### src/rtl/cpu_bus_pkg.sv
// Shared constants for the CPU datapath bus: arbitration modes, default sizing
// and the standard bus source map.
package cpu_bus_pkg;

  localparam int ARB_FIXED = 0;
  localparam int ARB_RR    = 1;

  localparam int DEF_WIDTH   = 32;
  localparam int DEF_NUM_SRC = 24;

  localparam int SRC_R0     = 0;
  localparam int SRC_R15    = 15;
  localparam int SRC_HI     = 16;
  localparam int SRC_LO     = 17;
  localparam int SRC_ZHI    = 18;
  localparam int SRC_ZLO    = 19;
  localparam int SRC_PC     = 20;
  localparam int SRC_MDR    = 21;
  localparam int SRC_INPORT = 22;
  localparam int SRC_C      = 23;

endpackage

### src/rtl/bus_rr_pick.sv
// Combinational masked priority picker: first set request at or above 'start',
// wrapping at NUM_SRC (which need not be a power of two).
module bus_rr_pick #(
  parameter int NUM_SRC = 24,
  parameter int SEL_W   = $clog2(NUM_SRC)
) (
  input  logic [NUM_SRC-1:0] req,
  input  logic [SEL_W-1:0]   start,
  output logic [SEL_W-1:0]   idx,
  output logic               found
);

  always_comb begin
    int unsigned pos;
    idx   = '0;
    found = 1'b0;
    for (int unsigned k = 0; k < NUM_SRC; k++) begin
      pos = int'(start) + k;
      if (pos >= NUM_SRC) pos = pos - NUM_SRC;
      if (!found && req[pos]) begin
        found = 1'b1;
        idx   = SEL_W'(pos);
      end
    end
  end

endmodule

### src/rtl/cpu_bus_arbiter.sv
// Registered datapath bus: arbitrates among drive requests, registers the
// winning word with a bus keeper, and tracks multi-driver conflicts.
module cpu_bus_arbiter
  import cpu_bus_pkg::*;
#(
  parameter int WIDTH    = DEF_WIDTH,
  parameter int NUM_SRC  = DEF_NUM_SRC,
  parameter int SEL_W    = $clog2(NUM_SRC),
  parameter int ARB_MODE = ARB_FIXED,
  parameter int CNT_W    = 8
) (
  input  logic                     clock,
  input  logic                     clear,
  input  logic [NUM_SRC-1:0]       drive_req,
  input  logic [NUM_SRC*WIDTH-1:0] src_data,
  input  logic                     conflict_clr,
  output logic [WIDTH-1:0]         bus_out,
  output logic                     bus_valid,
  output logic [SEL_W-1:0]         bus_sel,
  output logic [NUM_SRC-1:0]       grant,
  output logic                     conflict,
  output logic [CNT_W-1:0]         conflict_cnt
);

  logic [SEL_W-1:0] rr_ptr;
  logic [SEL_W-1:0] start;
  logic [SEL_W-1:0] win;
  logic             found;
  logic             multi;
  logic [SEL_W-1:0] ptr_next;

  assign start = (ARB_MODE == ARB_RR) ? rr_ptr : '0;

  bus_rr_pick #(
    .NUM_SRC (NUM_SRC),
    .SEL_W   (SEL_W)
  ) u_pick (
    .req   (drive_req),
    .start (start),
    .idx   (win),
    .found (found)
  );

  // More than one bit set: clearing the lowest set bit leaves something behind.
  assign multi    = |(drive_req & (drive_req - NUM_SRC'(1)));
  assign ptr_next = (32'(win) == NUM_SRC - 1) ? '0 : win + SEL_W'(1);

  always_ff @(posedge clock) begin
    if (clear) begin
      bus_out      <= '0;
      bus_valid    <= 1'b0;
      bus_sel      <= '0;
      grant        <= '0;
      conflict     <= 1'b0;
      conflict_cnt <= '0;
      rr_ptr       <= '0;
    end else begin
      bus_valid <= found;
      if (found) begin
        bus_out <= src_data[32'(win)*WIDTH +: WIDTH];
        bus_sel <= win;
        grant   <= NUM_SRC'(1) << win;
        if (ARB_MODE == ARB_RR) rr_ptr <= ptr_next;
      end else begin
        grant <= '0;
      end
      // A clear coinciding with a conflict still records that conflict.
      if (conflict_clr) begin
        conflict     <= multi;
        conflict_cnt <= multi ? CNT_W'(1) : '0;
      end else if (multi) begin
        conflict <= 1'b1;
        if (conflict_cnt != '1) conflict_cnt <= conflict_cnt + CNT_W'(1);
      end
    end
  end

endmodule

### config.mk
export PLATFORM = sky130hd
export DESIGN_NAME = cpu_bus_arbiter
export DESIGN_NICKNAME = d
export VERILOG_FILES = /design/src/rtl/cpu_bus_pkg.sv /design/src/rtl/bus_rr_pick.sv /design/src/rtl/cpu_bus_arbiter.sv
export SDC_FILE = /design/constraint.sdc
export NUM_CORES = 1
export LEC_CHECK = 0
export CORE_AREA = 3 3 334 336
export CTS_BUF_LIST = sky130_fd_sc_hd__clkbuf_16
export CTS_CLUSTER_SIZE = 14
export DETAILED_ROUTE_END_ITERATION = 10
export DIE_AREA = 0 0 337 339
export SETUP_SLACK_MARGIN = 0.15
export SLEW_MARGIN = 25
export SYNTH_ARGS = -nofsm -noshare
export SYNTH_HDL_FRONTEND = slang
export SYNTH_SLANG_ARGS = --single-unit
### constraint.sdc
create_clock -name clock -period 3.3 [get_ports clock]
set_clock_uncertainty 0.1 [all_clocks]
set_input_delay 0.33 -clock clock [delete_from_list [all_inputs] [get_ports clock]]
set_output_delay 0.33 -clock clock [all_outputs]
set_load 0.05 [all_outputs]
==> impl_results.md <==
* Worst path arrival time at 3.34 ns
* Hold slack at roughly 0.20 ns
* Peak supply drop at 0.274 mV
* Worst Path Max Fanout at 6
* Non-filler cells, final at 4100
* CP required at 3.50 ns
* Fillers at 12100
* Setup TNS at 0 ns
* FF+latch area at 1420 um^2
* Grt ovf at 0
* Die X at 337 um
* Yosys warns at 0
* Worst setup SP type: primary input
* Die Ht at around 340 um
* Crit Path Class: in -> reg
* Placed Cells at 4022
* H-tree depth at 3
* Layout area overhead at 157%
* Initial antenna violation count at 57
* Clock Tree Root: clkbuf_16
* Routed WL at ~120000 um
* Largest net degree at the start of global routing at 38
* Seq/Total Area, Yosys at 0.150
* Avg Inst Size Synth at 6.40 um^2
* Critical Path Sink Type: flop
* Leak at 9.83 nW
* Vias in the first global route at 17400
* Final Hold Viols at 0
* DR vias at 17200
* Setup violators final at 0
* Post-synth cell types at 70
* Max-Cap Viols at 0
* Drt wl/cell at about 30 um
* DRC errors left at 0
* PortBufs at 865
* Post-synth net total at 2278
* Synthesized area at 9480 um^2
* CTS sink cnt at 71
* Detailed-router iteration count before antenna repair at 5
* Final period util at 0.953
* Starting Density at 0.0871
* TritonCTS buffer count at 9
* Actual slew at the worst max-slew pin at 0.815 ns
* Share of post-route cells with drive strength above 1 at 0.217
* Clock buffer depth at 2
* Max Slew Vio Count at 0
* HP Class: in -> reg
* Synth Flop Type: dfxtp_1
* GP Congestion at 0.925
* DRT iter0 DRCs at around 1100
* Minimum clock period at 3.15 ns
* PwrDens at 211 nW/um^2
* Die ar. at 114000 um^2
* CTS tree: yes
* IO Pins at just under 900
* RSZ-0062 raised after global routing: yes
* Flip-flop and latch count after synthesis at slightly above 70
* Multi-input gate area at 8080 um^2
* Max-slew headroom at the worst pin at 0.455
* Clock-pin slew of the registers on the worst-case setup and hold paths at 0.08 ns
* Post-detail-place hpwl at approximately 110000 um
* Post-route ant nets at 0
* Core area at approximately 110000 um^2
* # rows at 121
* Final nets at 3465
* Worst-Skew Late Latency at between 0.3 and 0.4 ns
* First-pass GRT wire length at around 160000 um
* Async S/R FF share, synth at 0
* Max Freq at between 0.3 and 0.4 GHz
* Post-synth EDFFs at 0
* Instance count of the mapped netlist at 1482
* Number of vias per cell at between 4 and 5
* Total GRT Usage at 0.205
* Status: completed
-- cell usage in the layout, fill, tap and decap left out, types with 32 or more instances in the layout --
master / n
buf_12: 54
o22ai_1: 61
buf_4: 358
a21oi_1: 99
clkdlybuf4s50_1: 840
o21ai_0: 32
nand3_1: 136
nor2_1: 64
mux2i_1: 151
dfxtp_1: 71
nand2_1: 400
-- metrics by stage --
stage	total power, mW	worst slack (ns)	utilization	instance area, um^2
2_1_floorplan	1.84	0.380	-	9480
3_3_place_gp	3.80	-1.62	0.211	23000
3_5_place_dp	3.80	-1.35	0.211	23000
4_1_cts	5.15	0.150	0.218	23700
5_1_grt	5.39	0.0544	0.223	24300
6_report	5.13	0.155	0.224	24300
-- logic make-up after synthesis --
kind of cell             after synthesis  synth area share
XOR/XNOR                               4           0.00369
AND/OR/NAND/NOR                      744             0.351
multiplexers                         174             0.186
flip-flops                            71             0.150
AO/OA/AOI/OAI                        352             0.241
buffers and inverters                134            0.0656
adder cells (fa/ha/maj)                3           0.00343
-- flip-flops by register name, summed over array words and instances, names as in the netlist --
name / flops
bus_out: 32
bus_sel: 5
bus_valid: 1
conflict: 1
conflict_cnt: 8
grant: 24
-- layout make-up --
| cell class | count | area share |
|---|---|---|
| repair buffers | 1298 | 0.521 |
| multi-input cells | 1277 | 0.332 |
| well taps | 1414 | 0.0727 |
| flip-flops and latches | 71 | 0.0584 |
| clock buffers | 9 | 0.00925 |
| clock inverters | 6 | 0.00386 |
| inverters | 12 | 0.00185 |
| diodes | 13 | 0.00134 |
-- cells in the mapped netlist (3+ instances only) --
cell | instances | area share
a21o_1 | 4 | 0.0032
a32oi_1 | 8 | 0.0074
a311oi_1 | 10 | 0.0092
o211ai_1 | 19 | 0.015
a21oi_1 | 107 | 0.056
o22ai_1 | 67 | 0.044
a211oi_1 | 9 | 0.0071
xor2_1 | 4 | 0.0037
o21bai_1 | 14 | 0.011
or4_1 | 4 | 0.0032
nand4_1 | 14 | 0.0092
buf_6 | 3 | 0.0036
a31oi_1 | 20 | 0.013
nor2_2 | 4 | 0.0026
o31ai_1 | 9 | 0.0071
buf_4 | 10 | 0.0079
and2_1 | 8 | 0.0053
mux2_2 | 12 | 0.014
o21ai_0 | 37 | 0.020
nor3_1 | 25 | 0.013
nand3_1 | 137 | 0.072
a2111oi_0 | 4 | 0.0037
inv_1 | 12 | 0.0047
nand2b_1 | 3 | 0.0020
buf_2 | 47 | 0.025
nand2_1 | 413 | 0.16
nor4_4 | 4 | 0.0090
clkbuf_1 | 56 | 0.022
nor4_1 | 29 | 0.019
or3_1 | 6 | 0.0040
o2111ai_1 | 4 | 0.0037
and3_1 | 9 | 0.0059
dfxtp_1 | 71 | 0.15
nor2_1 | 75 | 0.030
buf_1 | 6 | 0.0024
o221ai_1 | 4 | 0.0037
a41oi_1 | 12 | 0.011
a221o_1 | 4 | 0.0042
mux2i_1 | 160 | 0.17
-- critical path: stages --
cell       delay [ns]
clkbuf_2         0.11
nor4_4           0.31
buf_4            0.17
nand4_4          0.13
buf_6            0.17
a2111oi_4        0.35
buf_4            0.19
nor2_4           0.05
buf_6            0.15
buf_12           0.14
buf_2            0.16
buf_4            0.16
nand2_1          0.09
a21oi_1          0.07
or4_1            0.51
a32o_1           0.24
-- what timing repair did --
action | CTS | global route
hold buffers | 0 | 0
setup buffers | 25 | 23
gates resized for setup | 125 | 83
pin swaps | 29 | 34
setup endpoints to repair | 40 | 34
gates cloned | 1 | 1
-- power breakdown --
| part | switching (mW) | total, mW | internal (mW) |
|---|---|---|---|
| Clock | 0.559 | 1.22 | 0.665 |
| Sequential | 0.0370 | 0.939 | 0.902 |
| Combinational | 1.37 | 2.97 | 1.60 |
-- routing by layer --
metal | GRT usage | vias to the layer above | routed length [um]
li1 | - | 7809 | -
met5 | 0 | - | 180
met4 | 0.0476 | 26 | 2730
met2 | 0.341 | 921 | 57200
met1 | 0.269 | 8311 | 53200
met3 | 0.0420 | 132 | 9590
-- final timing paths --
check,from,to,slack [ns],cells past startpoint
hold reg to reg,bus_out[20]$_SDFFE_PP0N_,bus_out[20]$_SDFFE_PP0N_,0.39,2
setup reg to reg,conflict_cnt[2]$_SDFFE_PP0P_,conflict_cnt[6]$_SDFFE_PP0P_,1.17,8
setup / recovery,drive_req[15],bus_out[29]$_SDFFE_PP0N_,0.15,16
hold / removal,clear,bus_sel[4]$_SDFFE_PP0N_,0.20,2
(Power assumes the default switching activity.)
